[src/rtl/gpio_in_conditioner.sv]
// gpio_in_conditioner: synchronizes and debounces pad inputs, latches edge flags, raises a maskable irq.
// All state advances on the falling clock edge to line up with the rest of the memory interface.
module gpio_in_conditioner #(
    parameter int WIDTH     = 8,
    parameter int DB_CYCLES = 4,
    parameter int CNT_W     = 8
) (
    input  logic             clk,
    input  logic             rst,
    input  logic [WIDTH-1:0] pins_in,
    output logic [WIDTH-1:0] stable_out,
    output logic [WIDTH-1:0] rise_flags,
    output logic [WIDTH-1:0] fall_flags,
    input  logic [WIDTH-1:0] irq_en,
    input  logic             clr_write,
    input  logic [WIDTH-1:0] clr_mask,
    output logic             irq
);
    logic [WIDTH-1:0] sync1_q, sync2_q, stable_q, stable_d, rise_q, rise_d, fall_q, fall_d, clr;
    logic [CNT_W-1:0] cnt_q [WIDTH];
    logic [CNT_W-1:0] cnt_d [WIDTH];

    always_comb begin
        stable_d = stable_q;
        cnt_d    = cnt_q;
        for (int i = 0; i < WIDTH; i++) begin
            if (sync2_q[i] == stable_q[i]) begin
                cnt_d[i] = '0;
            end else if (cnt_q[i] == CNT_W'(DB_CYCLES - 1)) begin
                stable_d[i] = sync2_q[i];
                cnt_d[i]    = '0;
            end else begin
                cnt_d[i] = cnt_q[i] + 1'b1;
            end
        end
    end

    // A new event on the same edge as a clear keeps the flag set.
    assign clr    = {WIDTH{clr_write}} & clr_mask;
    assign rise_d = (stable_d & ~stable_q) | (rise_q & ~clr);
    assign fall_d = (~stable_d & stable_q) | (fall_q & ~clr);

    always_ff @(negedge clk or posedge rst) begin
        if (rst) begin
            sync1_q  <= '0;
            sync2_q  <= '0;
            stable_q <= '0;
            rise_q   <= '0;
            fall_q   <= '0;
            cnt_q    <= '{default: '0};
        end else begin
            sync1_q  <= pins_in;
            sync2_q  <= sync1_q;
            stable_q <= stable_d;
            rise_q   <= rise_d;
            fall_q   <= fall_d;
            cnt_q    <= cnt_d;
        end
    end

    assign stable_out = stable_q;
    assign rise_flags = rise_q;
    assign fall_flags = fall_q;
    assign irq        = |((rise_q | fall_q) & irq_en);
endmodule

[config.mk]
export PLATFORM = sky130hd
export DESIGN_NAME = gpio_in_conditioner
export DESIGN_NICKNAME = d
export VERILOG_FILES = /design/src/rtl/gpio_in_conditioner.sv
export SDC_FILE = /design/constraint.sdc
export NUM_CORES = 1
export LEC_CHECK = 0
export ABC_AREA = 1
export CAP_MARGIN = 40
export CELL_PAD_IN_SITES_DETAIL_PLACEMENT = 1
export CELL_PAD_IN_SITES_GLOBAL_PLACEMENT = 2
export CORE_MARGIN = 2
export CORE_UTILIZATION = 36
export CTS_CLUSTER_DIAMETER = 120
export DETAILED_ROUTE_END_ITERATION = 6
export PLACE_DENSITY_LB_ADDON = 0.05
export SKIP_CTS_REPAIR_TIMING = 1
export SLEW_MARGIN = 20
export SYNTH_ARGS = -nofsm -noshare
export SYNTH_HDL_FRONTEND = slang
export SYNTH_SLANG_ARGS = --single-unit
export TNS_END_PERCENT = 100
[constraint.sdc]
create_clock -name clk -period 8.5 [get_ports clk]
set_input_delay 2.55 -clock clk [delete_from_list [all_inputs] [get_ports clk]]
set_output_delay 2.55 -clock clk [all_outputs]
set_load 0.1 [all_outputs]
==> summary.txt, run 1 <==
Crit end category: output port
YS warnings: 0
P_leak: 2.90 nW
Mux contribution to synthesized area: 0%
CTS tree: yes
Row cnt: 43
PortBufs: 51
Clock share of power: 23.5%
DR WL/cell: 13.7 um
# diodes: 0
Switching share of power: 43.4%
Synth unique cells: 21
Final WL: 12,100 um
Largest net degree at the start of global routing: 46
Net load switching power: 736 uW
Share of cells above drive strength 1: 8.52%
CP Launch Type: flip-flop
Seq pwr share: 38.4%
Worst rel slew slack: 68.9%
Synth-to-Final Area Change: 19.2%
Vias per cell: 4.64
Synthesized area: 5020 um^2
WP data required: 5.95 ns
Clk buf depth: 2
Num CTS Buffers: 9
Post-Synth Simple-Gate Area: 30.0%
Worst min-delay path class: reg2reg
Syn Inst Count: 641
CP max FO: 3
Clk_skew: 0.00548 ns
DRC Markers: 0
Slew Viols, Final: 0
Synth Area in Compound Gates: 6.28%
Gate power share: 38.1%
Critical path class: reg2out
Final hold vios: 0
Synth area leader: dfrtn_1
Power Dens Cells: 284 nW/um^2
Syn avg cell area: 7.83 um^2
Total core area: 13,800 um^2
Vias in the first global route: 4,276
Die Wd: 122 um
DRT iter0 DRCs: 119
Yosys reg bits: 104
Pint: 962 uW
Vias post-DR: 4,106
First-pass GRT wire length: 20,600 um
Slew @ Worst Pin: 0.465 ns
Worst setup path endpoint: irq
H-tree levels: 3
Detail Route Antenna Nets: 0
Worst setup path start: fall_flags[5]
Initial antenna violation count: 0
Die Height: 122 um
Worst R2R Start: cnt_q[24]
Reg clk slew, reported paths: 0.05 ns
Synth Area in Adders: 2.24%
Total grt overflow: 0
Clock sink total: 104
Finish-stage setup viols: 0
Synth top area cells: dfrtn_1, nand2_1, nor2_1
R2R Setup Slk: 7.07 ns
Nets: 737
Routability congestion estimate: 0.784
Commonest cells after routing, fill and taps aside: nand2_1, nor2_1, dfrtn_1
Reg2Reg Depth: 6
Initial core utilization: 36.4%
Die ar.: 14,900 um^2
Main combinational cell family by area after synthesis: simple AND/OR/NAND/NOR gates
Status: finished clean
Root Buffer: clkbuf_16
Synth top area share: 51.9%
Xor/xnor share of the synthesized area: 2.44%
Final HPWL DP: 9330 um
Critical R2R Capture: cnt_q[24]
Max Cap Violations: 0
Most common cell after layout, fill and taps aside: nand2_1
Clock Latency Late Sink: 0.35 ns
1st-pass router iterations: 4
Syn nets: 677
Setup TNS: 0 ns
Ports: 52
Unrepaired setup endpoints after global routing: no
Gr usage total: 17.7%
Arr. time, crit path: 5.72 ns
Power, Total: 1.70 mW
Maximum VDD drop: 0.000136 V
Sequential area share after synthesis: 51.9%
==> synthesized netlist by cell type <==
cell,n
nand2_1,174
nor2_1,114
dfrtn_1,104
inv_1,84
o21ai_0,48
nand3_1,41
nor2_2,11
ha_1,9
nand2_2,8
or2_1,8
xor2_1,8
nor3_1,7
o21bai_1,6
xnor2_1,6
o21ai_1,4
buf_6,3
a21oi_1,2
clkbuf_2,1
inv_2,1
nand4_1,1
nor2_4,1
==> layout make-up <==
type	count	area (um^2)
clock buffer	13	240
clock inverter	1	30.0
fill	1730	7790
inverter	85	323
multi-input combinational	448	2060
sequential	104	2600
tap	180	225
timing repair buffer	53	500
==> worst min path at each step <==
| stage | from | to | slack (ns) | cells past startpoint |
|---|---|---|---|---|
| 2_1_floorplan | sync1_q[0] | sync2_q[0] | 0.29 | 0 |
| 3_3_place_gp | sync1_q[5] | sync2_q[5] | 0.29 | 0 |
| 3_5_place_dp | sync1_q[7] | sync2_q[7] | 0.30 | 0 |
| 4_1_cts | sync1_q[4] | sync2_q[4] | 0.30 | 0 |
| 5_1_grt | sync1_q[2] | sync2_q[2] | 0.31 | 0 |
| 6_report | sync1_q[5] | sync2_q[5] | 0.30 | 0 |
==> power by group through the flow <==
stage | logic, mW | registers [mW] | clock network (mW)
after floorplan | 0.244 | 0.887 | 0
after global placement | 0.645 | 0.656 | 0
final | 0.647 | 0.652 | 0.399
after CTS | 0.658 | 0.653 | 0.414
after detailed placement | 0.654 | 0.662 | 0
after global routing | 0.699 | 0.669 | 0.432
==> critical path, stage by stage (launching register included) <==
cell and delay, ns:
dfrtn_1 0.35, o21ai_0 0.23, nand2_1 0.10, nor2_1 0.16
nand2_2 0.11, buf_12 0.17
==> cells by family after synthesis <==
kind of cell,Yosys count
adders and majority gates,9
AOI/OAI and AO/OA,60
DFF,104
xor gates and xnor gates,14
and+or+nand+nor,365
buffers and inverters,89
==> routing by layer <==
| layer | up-vias | GRT usage [%] | part of all wire [%] |
|---|---|---|---|
| li1 | 2092 | - | - |
| met1 | 1955 | 22.9 | 47 |
| met2 | 46 | 29.9 | 48 |
| met3 | 13 | 3.14 | 3.3 |
| met4 | 0 | 6.47 | 1.6 |
| met5 | - | 0 | 0 |
==> state kept, by name, summed over array words and instances, names as in the netlist <==
signal	cells
cnt_q	64
sync2_q	8
rise_flags	8
sync1_q	8
fall_flags	8
stable_out	8
==> through the flow <==
step	setup WS [ns]	instance area (um^2)	std cells	hold slack, ns	utilization [%]
after global routing	0.0925	5980	884	0.305	43.4
after global placement	0.570	5710	870	0.294	41.5
after CTS	0.177	5980	884	0.301	43.4
after floorplan	0.00759	5020	641	0.292	-
after detailed placement	0.512	5710	870	0.299	41.5
final	0.228	5980	884	0.298	43.4
Note: power is estimated with default switching activity, not from simulation.
==> run 2: changes to the inputs <==
Settings changed: CELL_PAD_IN_SITES_DETAIL_PLACEMENT 1 to 2.
==> summary.txt, run 2 (synthesis gave the netlist of run 1 again) <==
Status: finished clean
Initial core utilization: 36.4% (unchanged)
Critical path class: reg2out
Row cnt: 43 (unchanged)
Die ar.: 14,900 um^2 (unchanged)
Vias post-DR: 4,280 (+4.2%)
Worst rel slew slack: 68.8% (about the same)
Routability congestion estimate: 0.784 (unchanged)
Total core area: 13,800 um^2 (unchanged)
Setup TNS: 0 ns (unchanged)
Critical R2R Capture: cnt_q[54]
1st-pass router iterations: 4 (unchanged)
Non-filler cells, final: 886 (+0.23%)
# diodes: 0 (unchanged)
Maximum VDD drop: 0.000129 V (-5.4%)
Final HPWL DP: 10,900 um (+16%)
Placement-stage cell area: 5710 um^2 (unchanged)
Vias in the first global route: 4,909 (+15%)
Most common cell after layout, fill and taps aside: nand2_1
Arr. time, crit path: 5.72 ns (about the same)
Reg clk slew, reported paths: 0.05 ns (about the same)
Slowest CP cell: dfrtn_1
DR WL/cell: 15.9 um (+16%)
Commonest cells after routing, fill and taps aside: nand2_1, nor2_1, dfrtn_1
Detail Route Antenna Nets: 0 (unchanged)
R2R Setup Slk: 7.02 ns (-0.05 ns)
Final WL: 14,100 um (+16%)
Worst min-delay path class: reg2reg
Crit path largest cell delay: 0.37 ns (+0.02 ns)
First-pass GRT wire length: 23,800 um (+16%)
Initial antenna violation count: 0 (unchanged)
Max Cap Violations: 0 (unchanged)
Slew @ Worst Pin: 0.466 ns (+0.000917 ns)
Hold EP: sync2_q[4]
Finish-stage setup viols: 0 (unchanged)
H-tree levels: 3 (unchanged)
Gr usage total: 20.7% (+2.9 points)
Worst-path cell chain: o21ai_0 > nand2_1 > nor2_1 > nand2_2 > buf_12
Worst hold start: sync1_q[4]
Worst Setup Slack, final: 0.226 ns (-0.00159 ns)
CTS tree: yes
Clk_skew: 0.00579 ns (+0.000309 ns)
Die Wd: 122 um (unchanged)
Slew Viols, Final: 0 (unchanged)
Crit end category: output port
Largest net degree at the start of global routing: 46 (unchanged)
Power, Total: 1.77 mW (+4.2%)
Total grt overflow: 0 (unchanged)
Nets: 737 (unchanged)
Pre-CTS setup slack: 0.483 ns (-0.0299 ns)
Num CTS Buffers: 9 (unchanged)
Largest register by flop count: cnt_q
Vias per cell: 4.83 (+4.0%)
P_leak: 2.92 nW (+0.76%)
Clock sink total: 104 (unchanged)
Synth-to-Final Area Change: 20.2%
Number of flip-flops in the largest register: 64 (unchanged)
Final hold vios: 0 (unchanged)
CP Launch Type: flip-flop
WP data required: 5.95 ns (about the same)
Unrepaired setup endpoints after global routing: no
Fillers: 1,620 (-6.4%)
Share of cells above drive strength 1: 9.21% (+0.68 points)
Final Cell Area: 6030 um^2 (+0.88%)
PortBufs: 51 (unchanged)
Reg2Reg Depth: 6 (unchanged)
Worst Hold Depth: 0 (unchanged)
Placed Cells: 870 (unchanged)
CP max FO: 3 (unchanged)
DRC Markers: 0 (unchanged)
Power Dens Cells: 293 nW/um^2 (+3.3%)
Worst R2R Start: cnt_q[48]
Clk buf depth: 2 (unchanged)
Root Buffer: clkbuf_16
Ports: 52 (unchanged)
Clock Latency Late Sink: 0.35 ns (about the same)
Die Height: 122 um (unchanged)
DRT iter0 DRCs: 129 (+8.4%)
run 2: cell types whose count changed in the layout (fill, tap and decap cells not counted), sizes merged:
cell / change
clkbuf: -2
clkinvlp: +2
clkinv: +1
bufinv: +1
run 2: final cells by class:
cell class / count / area, um^2 / area share, %
clock buffers: 11 / 243 / 4.02
clock inverters: 5 / 80.1 / 1.33
inverters: 85 / 323 / 5.35
multi-input cells: 448 / 2060 / 34.1
flip-flops and latches: 104 / 2600 / 43.1
well taps: 180 / 225 / 3.73
repair buffers: 53 / 500 / 8.29
run 2: per-layer routing:
metal  vias to the layer above  part of all wire [%]  track usage (%)
met5                         -                     0                0
met4                         0                   1.7             6.97
met3                        14                   3.6             3.46
met2                        55                    52             37.3
met1                      2124                    43             24.9
li1                       2087                     -                -
run 2: worst max-delay path: cells and delay by family (launching register included):
| family | cells | cell delay [ns] |
|---|---|---|
| simple gates | 3 | 0.30 |
| flops | 1 | 0.37 |
| compound gates | 1 | 0.27 |
| buf+inv | 1 | 0.18 |
run 2: worst max path at each step:
stage | startpoint | to | slack [ns] | depth (start not counted)
2_1_floorplan | fall_flags[0] | irq | 0.008 | 4
3_5_place_dp | clr_write | rise_flags[7] | 0.48 | 4
5_1_grt | fall_flags[5] | irq | 0.12 | 5
4_1_cts | fall_flags[6] | irq | 0.21 | 5
3_3_place_gp | clr_write | rise_flags[0] | 0.57 | 4
6_report | rise_flags[2] | irq | 0.23 | 5
run 2: stage by stage:
stage	hold WS [ns]	util (%)
after floorplan	0.292	-
after global placement	0.294	41.5
after detailed placement	0.297	41.5
after CTS	0.298	43.8
after global routing	0.311	43.8
final	0.296	43.8
run 2: where the power goes:
| group | switching [mW] | internal [mW] | total (mW) |
|---|---|---|---|
| logic | 0.500 | 0.160 | 0.660 |
| registers | 0.0809 | 0.576 | 0.657 |
| clock network | 0.186 | 0.266 | 0.452 |
| total | 0.767 | 1.00 | 1.77 |
==> RTL edit 1 (config.mk and constraints of run 1) <==
`CNT_W`: 8 -> 7.
--- a/src/rtl/gpio_in_conditioner.sv
+++ b/src/rtl/gpio_in_conditioner.sv
@@ -5,3 +5,3 @@
     parameter int DB_CYCLES = 4,
-    parameter int CNT_W     = 8
+    parameter int CNT_W     = 7
 ) (
Behaviour: same outputs for any inputs over 10 cycles, from zero or initial values and one cycle with rst high; that may be too few to reach the edited logic, so the function may still have changed.
==> RTL edit 1 against run 1 <==
- the flow now finishes with violations (design-rule violations)
- setup slack worse by 0.044 ns
- cell area down 13%
- routed wire length down 20%
- power down 3.9%
- sequential cell count down 8
- critical path depth unchanged
- worst hold slack worse by 0.0019 ns
- area after synthesis down 15%
- highest routed layer unchanged
==> RTL edit 1: results (changes against run 1) <==
metric	value	unit	change
result_of_the_run	complete, but fails checks		was complete, no violations
failing_checks	design-rule violations		
synth_top_cells_by_area	dfrtn_1 56%, nand2_1 14%, nor2_1 10%		was dfrtn_1 52%, nand2_1 13%, nor2_1 8.5%
gp_routability_congestion	0.769		was 0.784
viasPerCell	4.67		was 4.64
crit_arrival	5.77	ns	was 5.72 ns
seqAreaFraction	0.460		was 0.435
pre_cts_setup_slack	0.394	ns	was 0.512 ns
crit_family	flip-flops		was simple AND/OR/NAND/NOR gates
n_all_buffers	52		was 53
fill_cells	1379		was 1730
slew_at_the_pin_closest_to_its_max_slew_limit	0.535	ns	was 0.465 ns
postPlaceCellArea	0.00494	mm^2	was 0.00571 mm^2
grt_pass1_vias	3486		was 4276
postRouteWirelength	9.70	mm	was 12.1 mm
via_count	3383		was 4106
synth_nets	549		was 677
dpl.hpwl	7.09	mm	was 9.33 mm
dr.first_iter.drc_count	157		was 119
synth_compound_area_frac	0.0304		was 0.0628
drc	4		was 0
layout-drive-gt1-share	0.0775		was 0.0852
number_of_multi_input_logic_gates	371		was 448
final_net_count	611		was 737
synthCells	514		was 641
-- RTL edit 1: cell count changes after synthesis, moves of 5 or more --
| cell | run 1 | this run |
|---|---|---|
| o21ai_0 | 48 | 26 |
| dfrtn_1 | 104 | 96 |
| xnor2_1 | 6 | 16 |
| nand2_1 | 174 | 159 |
| nand3_2 | 0 | 5 |
| nand3_1 | 41 | 27 |
| o21bai_1 | 6 | 0 |
| or2_0 | 0 | 8 |
| or2_1 | 8 | 0 |
| nor2_2 | 11 | 0 |
| inv_1 | 84 | 46 |
| nand2_2 | 8 | 0 |
| nor3_1 | 7 | 0 |
-- RTL edit 1: metal layers --
metal	up-vias	track usage	share of wire
met4	0	0.0618	0.018
met5	-	0	0
li1	1701	-	-
met2	44	0.266	0.47
met1	1622	0.216	0.47
met3	16	0.0487	0.046
-- RTL edit 1: cell families after synthesis --
| group | count (synthesis) |
|---|---|
| xor gates and xnor gates | 24 |
| buffers and inverters | 47 |
| AOI/OAI and AO/OA | 26 |
| adders and majority gates | 8 |
| DFF | 96 |
| and+or+nand+nor | 313 |
-- RTL edit 1: where the power goes --
group	internal (mW)	switching [mW]	total (mW)
registers	0.539	0.0823	0.621
logic	0.151	0.463	0.614
clock network	0.228	0.170	0.398
total	0.917	0.715	1.63
-- RTL edit 1: final timing paths --
kind,start,end,slack [ns],cells after the start
setup / recovery,fall_flags[2],irq,0.18,5
hold reg to reg,sync1_q[2],sync2_q[2],0.30,0
max in group asynchronous,rst,cnt_q[9],1.23,3
hold / removal,sync1_q[2],sync2_q[2],0.30,0
setup reg to reg,cnt_q[0],cnt_q[5],6.99,6
min in group asynchronous,rst,cnt_q[32],6.81,3
==> RTL edit 2 (config.mk and constraints of run 1) <==
Made on the original files. Make the reset (`rst`) synchronous in one clocked block.
--- a/src/rtl/gpio_in_conditioner.sv
+++ b/src/rtl/gpio_in_conditioner.sv
@@ -42,3 +42,3 @@
 
-    always_ff @(negedge clk or posedge rst) begin
+    always_ff @(negedge clk) begin
         if (rst) begin
Function: differs if rst is asserted again (counterexample within 10 cycles, from zero or initial values and one cycle with rst high); with rst held inactive, the same outputs for 10 cycles.
==> RTL edit 2 against run 1 <==
- global-route usage is 0.68 points lower
- sequential cell count unchanged
- setup slack lost 0.037 ns
- cell area down 0.27%
- die area shrank 8.4%
- area after synthesis down 8.7%
- routed wire length fell by 9.5%
Power is not compared: it rests on default switching activity, and its combinational part moved more than twofold at a synthesized area within 25%.
==> RTL edit 2: results (changes against run 1) <==
metric	value	unit	change
result_of_the_run	complete, no violations		unchanged
clk_latency	0.41	ns	was 0.35 ns
slew_at_the_pin_closest_to_its_max_slew_limit	0.460	ns	was 0.465 ns
dr.first_iter.drc_count	94		was 119
registers.top_by_ff_count	cnt_q		unchanged
yosysWarningCount	0		unchanged
synth_nets	646		was 677
synth_top_cells_by_area	dfxtp_1 45%, nand2_1 9.8%, nor2_1 8.0%		was dfrtn_1 52%, nand2_1 13%, nor2_1 8.5%
gp_routability_congestion	0.744		was 0.784
largest_register_ffs	64		unchanged
final_net_count	807		was 737
crit_family	flip-flops		was simple AND/OR/NAND/NOR gates
max-clock-path-buffers	2		unchanged
min_path_type	reg2reg		unchanged
grt_max_degree	20		was 46
postPlaceCellArea	0.00527	mm^2	was 0.00571 mm^2
crit_path_top_delay_cell	dfxtp_4		was dfrtn_1
clk_pin_slew_worst_paths	0.04	ns	
drt-pass1-iter-count	4		unchanged
finalCoreUtilization	0.477		was 0.434
ranking_of_synthesized_cells_by_instance_count	119 x nand2_1, 104 x dfxtp_1, 98 x nor2_1		was 174 x nand2_1, 114 x nor2_1, 104 x dfrtn_1
port_buffers	51		unchanged
synthCells	611		was 641
cp_max_fo	3		unchanged
synth.yosys.seq_area_share	0.455		was 0.519
via_count	4286		was 4106
cts_bufs_inserted	9		unchanged
grt_resource_usage_total	0.171		was 0.177
post_synth_num_cell_types	28		was 21
grt_first_pass_wirelength	18.3	mm	was 20.6 mm
peakVddDrop	0.0862	mV	
antenna_found_initial	0		unchanged
layout-drive-gt1-share	0.149		was 0.0852
crit_arrival	5.76	ns	was 5.72 ns
placedCellCount	830		was 870
grt_pass1_vias	4464		was 4276
final_worst_clock_skew	0.0181	ns	was 0.00548 ns
critPathMaxStageDelay	0.34	ns	
antenna-diode-count	0		unchanged
dpl.hpwl	7.93	mm	was 9.33 mm
share_of_flip_flops_with_an_asynchronous_set_or_reset_after_synthesis	0		was 1.00
postRouteWirelength	11.0	mm	was 12.1 mm
clock-root-buffer	clkbuf_16		unchanged
stdcell_count	949		was 884
leakage	2.58	nW	
ctsHtreeMaxLevel	3		unchanged
==> RTL edit 2: changes by cell type in the layout (fill, tap and decap cells not counted), sizes merged, moves of 33 or more <==
cell	delta
inv	+113
dfrtn	-104
dfxtp	+104
nand2	-56
a21oi	+50
o21ai	-33
==> RTL edit 2: layout make-up <==
class	count	area, um^2
multi-input cells	409	2110
flip-flops and latches	104	2120
well taps	172	215
clock buffers	9	225
fillers	1652	6550
inverters	90	343
clock inverters	111	474
repair buffers	54	478
==> RTL edit 2: final timing paths <==
kind / cells after the start / from / end / slack [ns]
max: 5 / fall_flags[3] / irq / 0.19
min: 2 / sync1_q[3] / sync2_q[3] / 0.39
max reg2reg: 6 / cnt_q[56] / cnt_q[62] / 7.20
min reg2reg: 2 / sync1_q[3] / sync2_q[3] / 0.39
==> RTL edit 2: kinds of logic (layout without fill, tap and decap cells) <==
family,count (synthesis),in the layout,synth area share
AND/OR/NAND/NOR,311,311,0.309
flip-flops,104,104,0.455
buffers and inverters,98,264,0.0852
AO/OA/AOI/OAI,71,71,0.0931
XOR/XNOR,19,19,0.0363
adder cells (fa/ha/maj),8,8,0.0219
==> RTL edit 2: routing by layer <==
layer  routed length, um  GRT usage  up-vias
met1                4750      0.176     1974
li1                    -          -     2228
met3                 606     0.0808       11
met5                   0          0        -
met4                 138      0.100        0
met2                5470      0.284       73
==> RTL edit 2: where the power goes <==
group          total (mW)  switching (mW)  internal [mW]
combinational      0.0317          0.0159         0.0158
clock               0.628           0.309          0.320
sequential          0.497         0.00354          0.494
total                1.16           0.328          0.829
==> RTL edit 2: tightest hold or removal path: stages, from the launching register on <==
cell and delay [ns]:
dfxtp_1 0.29, inv_1 0.04, nor2_1 0.03
==> RTL edit 2: per-stage QoR <==
step,power [mW],worst slack (ns)
floorplan,0.593,0.0139
global placement,0.610,0.526
detailed placement,0.611,0.518
CTS,1.20,0.159
global route,1.26,0.0796
finish,1.16,0.191
